--- src/rtl/scroll_display_pkg.sv ---
// Shared constants for the scrolling 7-segment driver: the message contents,
// the blank pattern and the active-low hex-to-segment table ({a,b,c,d,e,f,g}).
package scroll_display_pkg;

    localparam int MSG_LEN_DEFAULT = 16;

    localparam logic [6:0] SEG_BLANK = 7'b1111111;

    // Message shown through the 4-character window, index 0 first.
    localparam logic [3:0] MSG [MSG_LEN_DEFAULT] = '{
        4'h0, 4'h1, 4'h2, 4'h3, 4'h4, 4'h5, 4'h6, 4'h7,
        4'h8, 4'h9, 4'hA, 4'hB, 4'hC, 4'hD, 4'hE, 4'hF
    };

    // Active-low segment patterns for hex digits 0..F.
    localparam logic [6:0] SEG_TABLE [16] = '{
        7'b0000001, 7'b1001111, 7'b0010010, 7'b0000110,
        7'b1001100, 7'b0100100, 7'b0100000, 7'b0001111,
        7'b0000000, 7'b0000100, 7'b0001000, 7'b1100000,
        7'b0110001, 7'b1000010, 7'b0110000, 7'b0111000
    };

    // Character at a message position; positions beyond the stored table repeat it.
    function automatic logic [3:0] msg_char(input int unsigned idx);
        return MSG[idx % MSG_LEN_DEFAULT];
    endfunction

    // Active-low anode pattern with only the selected digit enabled.
    function automatic logic [3:0] anode_mask(input logic [1:0] digit);
        return ~(4'b0001 << digit);
    endfunction

endpackage

--- src/rtl/scroll_display_hex_to_seg.sv ---
// Combinational hex nibble to active-low 7-segment pattern lookup.
module hex_to_seg
    import scroll_display_pkg::*;
(
    input  logic [3:0] hex,
    output logic [6:0] seg
);

    assign seg = SEG_TABLE[hex];

endmodule

--- src/rtl/scroll_display_driver.sv ---
// Scrolling 4-digit common-anode display driver.
// Scans the four digits round-robin and shows a window of the message that
// moves one character left on each rising edge of the debounced button.
// Optional build macro SCROLL_DISPLAY_AUTO_SCROLL_EN adds a periodic
// auto-scroll tick that advances the window like a press.
module scroll_display_driver
    import scroll_display_pkg::*;
#(
    parameter int REFRESH_CYCLES = 50000,
    parameter int MSG_LEN        = 16,
    parameter int AUTO_CYCLES    = 50000000
) (
    input  logic       clk,
    input  logic       reset,
    input  logic       button_in,
    output logic [3:0] an,
    output logic [6:0] seg,
    output logic       dp
);

    localparam int PTR_W = $clog2(MSG_LEN);
    localparam int REF_W = $clog2(REFRESH_CYCLES);

    // Reject configurations the scan and wrap logic cannot handle.
    if (REFRESH_CYCLES < 2 || MSG_LEN < 4 || (MSG_LEN & (MSG_LEN - 1)) != 0 || AUTO_CYCLES < 1)
    begin : g_bad_params
        $error("scroll_display_driver: illegal parameter set");
    end

    logic             button_q;
    logic [PTR_W-1:0] ptr;
    logic [REF_W-1:0] refresh_cnt;
    logic [1:0]       digit_idx;
    logic             press;
    logic             advance;
    logic [PTR_W-1:0] char_idx;
    logic [3:0]       char_nib;
    logic [6:0]       seg_next;

    // A press is the first cycle the button is seen high.
    assign press = button_in & ~button_q;

`ifdef SCROLL_DISPLAY_AUTO_SCROLL_EN
    localparam int AUTO_W = (AUTO_CYCLES > 1) ? $clog2(AUTO_CYCLES) : 1;

    logic [AUTO_W-1:0] auto_cnt;
    logic              tick;

    assign tick    = (auto_cnt == AUTO_W'(AUTO_CYCLES - 1));
    // A press and a tick in the same cycle merge into a single step.
    assign advance = press | tick;

    // Auto-scroll period counter, restarted by any advance of the window.
    always_ff @(posedge clk or posedge reset) begin
        if (reset) begin
            auto_cnt <= '0;
        end else if (press || tick) begin
            auto_cnt <= '0;
        end else begin
            auto_cnt <= auto_cnt + 1'b1;
        end
    end
`else
    assign advance = press;
`endif

    // Edge-detect history, window pointer and digit scan state.
    // NOTE: sequential state uses non-blocking assignments so every register
    // samples the pre-edge values; blocking here would create order-dependent races.
    always_ff @(posedge clk or posedge reset) begin
        if (reset) begin
            button_q    <= 1'b0;
            ptr         <= '0;
            refresh_cnt <= '0;
            digit_idx   <= 2'd3;
        end else begin
            button_q <= button_in;
            if (advance) begin
                ptr <= ptr + 1'b1;
            end
            if (refresh_cnt == REF_W'(REFRESH_CYCLES - 1)) begin
                refresh_cnt <= '0;
                digit_idx   <= digit_idx - 1'b1;
            end else begin
                refresh_cnt <= refresh_cnt + 1'b1;
            end
        end
    end

    // Leftmost digit (3) shows ptr, each digit to its right the next character.
    assign char_idx = ptr + PTR_W'(2'd3 - digit_idx);
    assign char_nib = msg_char(32'(char_idx));

    hex_to_seg u_hex_to_seg (
        .hex (char_nib),
        .seg (seg_next)
    );

    // Register the pin drivers so the anodes and segments change together.
    always_ff @(posedge clk or posedge reset) begin
        if (reset) begin
            an  <= 4'b1111;
            seg <= SEG_BLANK;
            dp  <= 1'b1;
        end else begin
            an  <= anode_mask(digit_idx);
            seg <= seg_next;
            dp  <= (char_idx != '0);
        end
    end

endmodule

--- config.mk ---
export PLATFORM = sky130hd
export DESIGN_NAME = scroll_display_driver
export DESIGN_NICKNAME = d
export VERILOG_FILES = /design/src/rtl/scroll_display_pkg.sv /design/src/rtl/scroll_display_hex_to_seg.sv /design/src/rtl/scroll_display_driver.sv
export SDC_FILE = /design/constraint.sdc
export NUM_CORES = 1
export LEC_CHECK = 0
export CAP_MARGIN = 20
export CORE_AREA = 2 2 74 76
export DETAILED_ROUTE_END_ITERATION = 7
export DIE_AREA = 0 0 76 78
export MAX_ROUTING_LAYER = met4
export PLACE_DENSITY = 0.53
export SETUP_SLACK_MARGIN = 0.1
export SYNTH_ARGS = -nofsm -noshare
export SYNTH_HDL_FRONTEND = slang
export SYNTH_HIERARCHICAL = 1
export SYNTH_SLANG_ARGS = --single-unit
--- constraint.sdc ---
create_clock -name clk -period 5.8 [get_ports clk]
set_input_delay 0.87 -clock clk [delete_from_list [all_inputs] [get_ports clk]]
set_output_delay 0.87 -clock clk [all_outputs]
set_load 0.01 [all_outputs]
# Yosys cells after proc, flatten, opt, wreduce, memory -nomap -nowiden
# Memories as Yosys holds them, arrays and structs flattened. A register that Yosys moved wholly into a read port is not among the register bits.
# Index checks and enable logic that the tools add are counted.
word_totals:
  register_bits: 28
  latchBits: 0
  ram_bits: 0
  mem_bits_ro: 176
  input_bits: 3
  out_inout_bits: 12
  memories: 2
classes:
  n_addsub: 5
  n_mul: 0
  n_div: 0
  order_cmp: 1
  n_eq_ne: 1
  n_shift: 1
  n_mux: 3
  n_bitwise: 5
  reduce_logical: 1
mem_list:
  columns: ["name", "depth", "width", "read_ports", "rd_ports_with_merged_regs", "wr", "line", "rtl"]
  rows:
  - ["(no name shown)", 16, 7, 1, 1, 0, "scroll_display_hex_to_seg.sv:9", "assign seg = SEG_TABLE[hex];"]
  - ["(no name shown)", 16, 4, 1, 0, 0, "scroll_display_pkg.sv:25", "return MSG[idx % MSG_LEN_DEFAULT];"]
op_table:
  columns: ["cell", "n"]
  rows:
  - ["33-bit by 5-bit >= comparator with 1-bit output (second input constant)", 1]
  - ["4-bit NOT with 33-bit output", 1]
  - ["16-bit by 1-bit adder with 16-bit output (second input constant)", 1]
  - ["16-bit == test (second input constant)", 1]
  - ["16-bit 2-to-1 mux", 1]
  - ["4-bit 2-to-1 mux", 2]
  - ["4-bit NOT with 5-bit output", 1]
  - ["4-bit by 1-bit adder with 4-bit output (second input constant)", 1]
  - ["4-bit adder", 1]
  - ["4-bit NOT", 1]
  - ["4-bit nonzero test", 1]
  - ["1-bit by 2-bit left shift with 4-bit output (first input constant)", 1]
  - ["2-bit by 2-bit subtractor with 3-bit output (first input constant)", 1]
  - ["2-bit by 1-bit subtractor with 2-bit output (second input constant)", 1]
  - ["1-bit bitwise AND", 1]
  - ["1-bit NOT", 1]

# Logic depth before layout (Yosys ltp)
# Gate-level depths: netlist of run 1.
logic_depth:
  ltp_word: 7
  ltp_mapped: 8

# Hierarchy
# Netlist of run 1, hierarchy kept.
by_module_without_submodules:
  columns: ["module", "instances", "cells_each", "area_each_um2"]
  rows:
  - ["scroll_display_driver", 1, 119, 1475.2]
  - ["hex_to_seg", 1, 35, 247.7]

# Worst setup path before layout of run 1
# Ideal clock, no wire load.
synth_path:
  path_type: "register -> register"
  startpoint: "register digit_idx[0]"
  endpoint: "register seg[3]"
  setup_time_ps: 87
  t_arrival_ps: 2089
  required_ps: 5713
  path_slack_ps: 3624
  path_stages_with_launch: 9
  synth_period_minus_slack_ps: 2176
  path_cell_list: "dfstp_2 -> inv_1 -> ha_1 -> fa_1 -> inv_1 -> ha_1 -> or2_2 -> a21oi_1 -> a31oi_1"
synth_between:
  elab_chain_len: 7
synth_rtl:
  columns: ["element", "line", "rtl"]
  rows:
  - ["start, declared", "scroll_display_driver.sv:33", "logic [1:0] digit_idx;"]
  - ["start signal, assigned", "scroll_display_driver.sv:83", "digit_idx <= digit_idx - 1'b1;"]
  - ["2-bit by 2-bit subtractor with 3-bit output", "scroll_display_driver.sv:91", "assign char_idx = ptr + PTR_W'(2'd3 - digit_idx);"]
  - ["4-bit adder", "scroll_display_driver.sv:91", null]
  - ["named net char_idx[1]", "scroll_display_driver.sv:36", "logic [PTR_W-1:0] char_idx;"]
  - ["4-bit NOT with 33-bit output (not written as such)", "scroll_display_pkg.sv:25", null]
  - ["memory 16 x 4 bit", null, null]
  - ["4-bit 2-to-1 mux (not written as such) (2 in a row)", "scroll_display_pkg.sv:25", null]
  - ["4-bit NOT with 5-bit output (not written as such)", "scroll_display_hex_to_seg.sv:9", null]
  - ["end, declared", "scroll_display_driver.sv:17", "output logic [6:0] seg,"]
# The timed path passes the listed nets, and every way through them passes these cells. The select of a mux whose other input is x is not followed.
# A chain may end at the register's enable or synchronous reset.

# Worst setup path after layout of run 1
layout_path:
  startpoint: "register digit_idx[0]"
  endpoint: "register seg[6]"
# Same word-level chain as after synthesis.

==> reports/summary.txt, run 1 <==
Status - completed
Die Wd - 76 um
Switching part of the total power - 33.4%
Yosys warns - 6
Vias post-DR - 1134
Slowest stage delay, CP - 640 ps
Vias/cell - 4.63
Final setup violation count - 0
CTS tree - done
WL/cell - 12.2 um
Full die area - 0.00593 mm^2
DRC viols - 0
Ant. Diodes - 0
Gate Count Post-Synth - 154
Sequential power share - 34.1%
Fmax - 398 MHz
Worst-case clock skew - 10.1 ps
Crit path arrival time - 2690 ps
Clock slew at reported path FFs - 70 ps
Switching pwr - 0.330 mW
Power density over the cells - 476 mW/mm^2
Initial antenna violation count - 0
GR Overflow Total - 0
Core footprint - 0.00504 mm^2
Async SR Flop Fraction - 100%
Layout cells sized above 1 - 15.4%
Initial core utilization - 34.2%
Max-slew violation count - 0
First-pass GRT wire length - 5280 um
Hold Crit Class - reg -> reg
Final Critical Period - 2510 ps
Post-synth top cells - dfrtp_1 (21), ha_1 (15), dfstp_2 (14)
Area growth syn-to-layout - 20.4%
Worst setup SP type - flop
Nets - 193
DP HPWL - 2150 um
CTS Buf Count - 5
Power Internal - 0.658 mW
Io pins - 15
FP Rows - 26
Flops & latches, synth - 35
All-Layer GR Usage - 11.7%
Clock Root Buffer - clkbuf_8
Syn_area_per_cell - 11.2 um^2
Hold-fix buffers at CTS - 0
Antenna-violating nets left - 0
Final wirelength - 2980 um
Die height - 78 um
Most common cell in the synthesized netlist - dfrtp_1
Post-CTS Repair Setup Buffers - 0
Crit Path Class - reg -> reg
Worst-Skew Late Latency - 290 ps
Count of different cell masters after synthesis - 35
Clock Path Buffers - 2
Headroom to the max-slew limit - 39.1%
Largest net degree at the start of global routing - 28
Final hold violations - 0
CTS resizes - 0
Mapped Nets - 173
CTS H-tree depth - 2
Top cell type's share of synthesized area - 30.5%
PortBufs - 14
Router iterations before antenna repair - 4
Crit path max fanout - 13
Seq/Total Area, Yosys - 51.9%
Post-synth EDFFs - 0
RSZ-0062 raised after global routing - false
Peak supply drop - 0.273 mV
Crit-path slowest cell - xor2_1
Worst setup EP type - flop
Max-cap violations - 0
Routability cong. - 0.879
Final worst-path cycle share - 43.3%
Area leader, netlist - dfrtp_1
Clock share of power - 26.3%
Critical Path RT - 5980 ps
Static leakage - 0.884 nW
Synth Flop Type - dfrtp_1
Ranking of synthesized cells by area - dfrtp_1 (31%), dfstp_2 (21%), ha_1 (11%), xnor2_1 (6.6%), xor2_1 (3.6%)
Vias in the first global route - 1125
DRT iter0 DRCs - 33
Worst-Margin Slew - 908 ps
Total power - 0.988 mW
Comb pwr share - 39.7%
Synth Cell Area - 0.00172 mm^2
Total negative slack - 0 ps
Worst-path cell chain - inv_1 -> ha_1 -> fa_1 -> xor2_1 -> inv_1 -> o21ai_0 -> o21ai_0
Clock sink count - 35
cell families (layout without fill, tap and decap cells):
| group | Yosys count | in the layout | synth area share, % |
|---|---|---|---|
| buf+inv | 16 | 37 | 4.21 |
| flops | 35 | 35 | 51.9 |
| simple gates | 50 | 50 | 14.7 |
| mux | 4 | 4 | 2.47 |
| compound gates | 13 | 13 | 4.58 |
| xor+xnor | 20 | 20 | 10.2 |
| fa+ha+maj | 16 | 16 | 12.1 |
final timing paths:
| check | from | to | slack [ps] | depth (start not counted) |
|---|---|---|---|---|
| setup / recovery | digit_idx[0]$_DFFE_PP1N_ | seg[6]$_DFF_PP1_ | 3290 | 7 |
| hold / removal | refresh_cnt[0]$_DFF_PP0_ | refresh_cnt[0]$_DFF_PP0_ | 480 | 1 |
| setup reg to reg | digit_idx[0]$_DFFE_PP1N_ | seg[6]$_DFF_PP1_ | 3290 | 7 |
| hold reg to reg | refresh_cnt[0]$_DFF_PP0_ | refresh_cnt[0]$_DFF_PP0_ | 480 | 1 |
| max in group asynchronous | reset | an[1]$_DFF_PP1_ | 4250 | 3 |
| min in group asynchronous | reset | dp$_DFF_PP1_ | 1120 | 2 |
critical path: cells and delay by family, from the launching register on:
| kind | cells | cell delay [ps] |
|---|---|---|
| compound gates | 2 | 300 |
| buf+inv | 2 | 300 |
| fa+ha+maj | 2 | 610 |
| xor+xnor | 1 | 640 |
| flops | 1 | 550 |
area by class of cell:
type	instances	area, um^2
Clock buffer	6	72.6
Timing Repair Buffer	16	155
Inverter	13	48.8
Clock inverter	2	60.1
Sequential cell	35	893
Fill cell	470	2970
Tap cell	70	87.6
Multi-Input combinational cell	103	757
metal layers:
metal	track usage, %	wire [um]
met1	13.5	1280
met2	18.8	1540
met3	3.49	95
met4	5.45	57
met5	-	0
power groups by stage:
stage | registers [mW] | logic, mW | clock network [mW]
6_report | 0.337 | 0.392 | 0.259
5_1_grt | 0.344 | 0.444 | 0.280
2_1_floorplan | 0.351 | 0.283 | 0
4_1_cts | 0.338 | 0.395 | 0.268
3_3_place_gp | 0.340 | 0.383 | 0
3_5_place_dp | 0.341 | 0.390 | 0
per-stage QoR:
stage	cell area [um^2]	utilization [%]	hold WS, ps	setup WS (ps)	instances
after floorplan	1720	-	452	3620	154
final	2070	41.1	483	3290	245
after detailed placement	1930	38.4	474	3300	236
after CTS	2070	41.0	483	3300	244
after global placement	1930	38.4	471	3390	236
after global routing	2070	41.1	504	3110	245
layout by cell type, fill, tap and decap left out, types with 2 or more instances in the layout:
cell type	synthesis	routed
o21ai_1	2	2
dfstp_2	14	14
bufinv_16	0	2
clkbuf_8	0	5
nor3_1	3	3
mux2i_1	2	2
nand2_1	11	11
clkdlybuf4s50_1	0	14
inv_1	13	13
o22ai_1	2	2
o21ai_0	3	3
dfrtp_1	21	21
ha_1	15	15
buf_4	1	2
nand4_1	5	5
nor4_1	3	3
nand3_1	7	7
mux2_2	2	2
xnor2_1	13	13
xor2_1	7	7
nor2_1	13	13
flip-flops by register name, summed over array words and instances, names as in the netlist:
register,flops
refresh_cnt,16
button_q,1
ptr,4
dp,1
digit_idx,2
an,4
seg,7
Note: power is estimated with default switching activity, not from simulation.
==> run 2, diff against run 1 <==
Settings changed: PLACE_DENSITY 0.53 to 0.55.
Clock period 5.8 ns to 2.3 ns, I/O delays scaled along.
==> run 2 against run 1 <==
Compared with the run above: clock skew is 5.4 ps lower; sequential power grew to 2.6 times the previous value; global-route usage is 0.56 points lower; first-iteration DRC count is 110% higher; sequential share of layout area is 0.89 points lower; power is 150% higher; critical path type unchanged; sequential cell count stayed put.
==> reports/summary.txt, run 2 (same netlist as run 1, synthesis figures left out) <==
Clock share of power - 17.1%
Final core occ - 42.0%
Nets - 201
Fillers - 496
Max FFs per register - 16
Switching part of the total power - 35.9%
Largest regs - refresh_cnt (16), seg (7)
Worst setup margin - 214 ps
Area growth syn-to-layout - 22.9%
Final setup violation count - 0
Register area - 893 um^2
Fmax - 479 MHz
Peak supply drop - 0.769 mV
Area of the multi-input gates - 792 um^2
Crit Path Class - reg -> reg
Comb pwr share - 47.6%
PortBufs - 14
Routability cong. - 0.871
R2r setup slk - 210 ps
Non-filler cells, final - 253
Vias post-DR - 1138
Initial core utilization - 34.2%
Biggest register - refresh_cnt
Static leakage - 0.903 nW
Initial antenna violation count - 0
Layout cells sized above 1 - 20.8%
Commonest non-fill, non-tap cell in the layout - dfrtp_1
Router iterations before antenna repair - 4
Sequential power share - 35.4%
DP HPWL - 2110 um
Worst setup EP type - flop
Crit path max fanout - 5
Largest net degree at the start of global routing - 36
Final worst-path cycle share - 90.7%
Power density over the cells - 1150 mW/mm^2
Ant. Diodes - 0
Vias/cell - 4.50
R2r endpoint - seg[3]$_DFF_PP1_
Cells after DPL - 244
Headroom to the max-slew limit - 70.8%
Vias in the first global route - 1172
Hold Crit Class - in -> async
Antenna-violating nets left - 0
Clock slew at reported path FFs - 70 ps
Crit path arrival time - 2290 ps
Most frequent cells in the layout - dfrtp_1 (21), ha_1 (14), dfstp_2 (14), clkdlybuf4s50_1 (14)
Die Wd - 76 um
Io pins - 15
Worst-Margin Slew - 438 ps
Final wirelength - 2890 um
Die height - 78 um
Core footprint - 0.00504 mm^2
Power Internal - 1.57 mW
CTS H-tree depth - 2
Clock Path Buffers - 2
Critical Path RT - 2510 ps
Max-slew violation count - 0
Full die area - 0.00593 mm^2
DRC viols - 0
R2r startpoint - digit_idx[0]$_DFFE_PP1N_
CTS Buf Count - 5
Total negative slack - 0 ps
Final hold violations - 0
Status - completed
Worst setup SP type - flop
All-Layer GR Usage - 11.1%
First-pass GRT wire length - 5020 um
Final Critical Period - 2090 ps
Place WS - -4.30 ps
Clock sink count - 35
WL/cell - 11.4 um
Worst-case clock skew - 4.73 ps
GR Overflow Total - 0
Worst-Skew Late Latency - 280 ps
CTS tree - done
FP Rows - 26
Switching pwr - 0.878 mW
Clock Root Buffer - clkbuf_8
RSZ-0062 raised after global routing - false
DRT iter0 DRCs - 70
FF-to-FF path depth - 8
Max-cap violations - 0
Hold Slack - 469 ps
run 2: power groups by stage:
| stage | Clock, mW | Combinational [mW] | Sequential [mW] |
|---|---|---|---|
| floorplan | 0 | 0.713 | 0.884 |
| global placement | 0 | 1.03 | 0.857 |
| detailed placement | 0 | 1.05 | 0.863 |
| CTS | 0.439 | 1.08 | 0.856 |
| global route | 0.457 | 1.29 | 0.873 |
| finish | 0.417 | 1.16 | 0.864 |
run 2: how the worst max path moves through the flow:
stage,endpoint,from,depth (start not counted),slack [ps]
after floorplan,seg[3]$_DFF_PP1_,digit_idx[0]$_DFFE_PP1N_,8,120
after global placement,seg[6]$_DFF_PP1_,digit_idx[0]$_DFFE_PP1N_,7,70
after detailed placement,seg[0]$_DFF_PP1_,digit_idx[0]$_DFFE_PP1N_,7,-4
after CTS,seg[0]$_DFF_PP1_,digit_idx[0]$_DFFE_PP1N_,7,150
after global routing,seg[3]$_DFF_PP1_,digit_idx[0]$_DFFE_PP1N_,8,110
final,seg[3]$_DFF_PP1_,digit_idx[0]$_DFFE_PP1N_,8,210
run 2: metal layers:
| metal | part of all wire, % | GRT usage, % | up-vias |
|---|---|---|---|
| met2 | 52 | 19.9 | 12 |
| met4 | 1.7 | 4.91 | 0 |
| met5 | 0 | - | - |
| met3 | 2.9 | 3.14 | 7 |
| met1 | 43 | 11.5 | 553 |
| li1 | - | - | 566 |
run 2: metrics by stage:
| step | total power, mW | instance area (um^2) |
|---|---|---|
| after floorplan | 1.60 | 1720 |
| after global placement | 1.89 | 1990 |
| after detailed placement | 1.92 | 1990 |
| after CTS | 2.37 | 2080 |
| after global routing | 2.62 | 2120 |
| final | 2.44 | 2120 |
run 2: final cells by class:
type                            instances  share of cell area, %
Sequential cell                        35                   42.2
Multi-Input combinational cell        103                   37.4
Timing Repair Buffer                   24                   10.2
Tap cell                               70                   4.13
Clock buffer                            7                   3.60
Inverter                               13                   2.30
Clock inverter                          1                  0.236
run 2: worst max-delay path, cell delays in order (launching register included):
cell	delay, ps
dfstp_2	530
inv_1	70
ha_4	160
fa_1	540
inv_2	70
ha_1	180
or2_2	290
a21oi_2	120
a31oi_1	50
run 2: timing repair:
action / in CTS / in global routing
setup buffers: 0 / 1
hold buffers: 0 / 0
hold endpoints to repair: 0 / 0
pin swaps: 0 / 1
gates resized for setup: 1 / 6
endpoints found under the setup margin: 5 / 4
==> run 3, diff against run 2 <==
Settings changed: SETUP_SLACK_MARGIN 0.1 to 0.15.
==> run 3 against run 2 <==
Compared with the run above: clock skew increased by 3.8 ps; largest power group unchanged; critical path depth down 2; power rose by 9.8%; critical path type unchanged; via count increased by 1.6%.
==> reports/summary.txt, run 3 (same netlist as run 1, synthesis figures left out) <==
Status - completed
DRC viols - 0
HP Start - ptr[3]$_DFFE_PP0P_
Final worst-path cycle share - 91.8%
Max-cap violations - 0
Antenna-violating nets left - 0
Worst setup EP type - flop
Hold Slack - 491 ps
Switching pwr - 0.996 mW
Worst-case clock skew - 8.57 ps
Largest net degree at the start of global routing - 29
Vias/cell - 4.59
CTS Buf Count - 5
Biggest register - refresh_cnt
Clock slew at reported path FFs - 70 ps
Clock Path Buffers - 2
Max-slew violation count - 0
Vias post-DR - 1156
Fillers - 475
DP HPWL - 2100 um
Final Critical Period - 2110 ps
Hold Crit Class - reg -> reg
GR Overflow Total - 0
Crit Path Class - reg -> reg
Full die area - 0.00593 mm^2
Worst-Skew Late Latency - 290 ps
Fmax - 474 MHz
Area growth syn-to-layout - 25.8%
R2r startpoint - digit_idx[0]$_DFFE_PP1N_
CTS H-tree depth - 2
WHS Endpoint - ptr[3]$_DFFE_PP0P_
Commonest non-fill, non-tap cell in the layout - dfrtp_1
Peak supply drop - 0.855 mV
FP Rows - 26
Vias in the first global route - 1166
WL/cell - 12.5 um
Die Wd - 76 um
Crit path arrival time - 2320 ps
FF-to-FF path depth - 6
Static leakage - 0.914 nW
Final wirelength - 3140 um
Clock share of power - 15.9%
Nets - 200
Max FFs per register - 16
Headroom to the max-slew limit - 77.5%
R2r endpoint - dp$_DFF_PP1_
Final setup violation count - 0
Power density over the cells - 1240 mW/mm^2
CTS tree - done
Worst setup SP type - flop
RSZ-0062 raised after global routing - true
Die height - 78 um
Ant. Diodes - 0
Routability cong. - 0.785
Core footprint - 0.00504 mm^2
Initial antenna violation count - 0
Hold path depth - 1
Crit path max fanout - 8
Clock Root Buffer - clkbuf_8
Critical Path RT - 2510 ps
Most frequent cells in the layout - dfrtp_1 (21), dfstp_2 (14), clkdlybuf4s50_1 (14)
Router iterations before antenna repair - 4
Power Internal - 1.69 mW
Switching part of the total power - 37.1%
All-Layer GR Usage - 11.7%
Largest regs - refresh_cnt (16), seg (7)
Initial core utilization - 34.2%
R2r setup slk - 190 ps
Final hold violations - 0
Layout cells sized above 1 - 24.2%
Comb pwr share - 51.9%
DRT iter0 DRCs - 12
Sequential power share - 32.3%
PortBufs - 14
Total negative slack - 0 ps
Io pins - 15
First-pass GRT wire length - 5220 um
Worst-Margin Slew - 335 ps
Clock sink count - 35
[run 3: layer usage]
metal	vias up	wire [um]	track usage, %	share of wire [%]
met5	-	0	-	0
met4	0	44	4.91	1.4
met3	6	138	4.42	4.4
met2	22	1630	19.7	52
met1	560	1330	12.5	42
li1	568	-	-	-
[run 3: metrics by stage]
stage / cell area, um^2 / std cells / worst slack, ps / power, mW / utilization (%)
after floorplan: 1730 / 154 / 168 / 1.61 / -
after global placement: 1970 / 239 / 90.5 / 1.90 / 39.2
after detailed placement: 1970 / 239 / 18.4 / 1.91 / 39.2
after CTS: 2080 / 249 / 156 / 2.42 / 41.2
after global routing: 2170 / 252 / 122 / 2.89 / 43.0
final: 2170 / 252 / 189 / 2.68 / 43.0
[run 3: worst max path at each step]
stage | startpoint | endpoint | slack [ps] | depth (start not counted)
3_3_place_gp | digit_idx[0]$_DFFE_PP1N_ | seg[2]$_DFF_PP1_ | 90 | 7
4_1_cts | digit_idx[0]$_DFFE_PP1N_ | seg[3]$_DFF_PP1_ | 160 | 8
2_1_floorplan | digit_idx[0]$_DFFE_PP1N_ | seg[3]$_DFF_PP1_ | 170 | 8
6_report | digit_idx[0]$_DFFE_PP1N_ | dp$_DFF_PP1_ | 190 | 6
3_5_place_dp | digit_idx[0]$_DFFE_PP1N_ | seg[0]$_DFF_PP1_ | 20 | 7
5_1_grt | digit_idx[0]$_DFFE_PP1N_ | seg[3]$_DFF_PP1_ | 120 | 8
[run 3: critical path: stages (launching register included)]
cell     delay [ps]
dfstp_2         580
inv_4            40
ha_4            160
fa_2            400
xor2_4          200
buf_4           170
or4_1           470
[run 3: what timing repair did]
action / 4_1_cts / 5_1_grt
buffers inserted: 2 / 3
hold buffers: 0 / 0
gates resized for setup: 2 / 16
pin swaps: 1 / 4
cloned: 0 / 0
setup endpoints to repair: 8 / 6
[run 3: area by class of cell]
class	count	area, um^2	area share, %
Inverter	13	53.8	2.48
Clock buffer	7	76.3	3.52
Tap cell	70	87.6	4.04
Multi-Input combinational cell	103	827	38.2
Timing Repair Buffer	23	224	10.3
Clock inverter	1	5.00	0.231
Sequential cell	35	893	41.2
[run 3: power by group through the flow]
stage / clock network [mW] / registers, mW / logic [mW]
2_1_floorplan: 0 / 0.885 / 0.729
3_3_place_gp: 0 / 0.862 / 1.04
3_5_place_dp: 0 / 0.862 / 1.05
4_1_cts: 0.439 / 0.859 / 1.12
5_1_grt: 0.484 / 0.882 / 1.52
6_report: 0.427 / 0.866 / 1.39
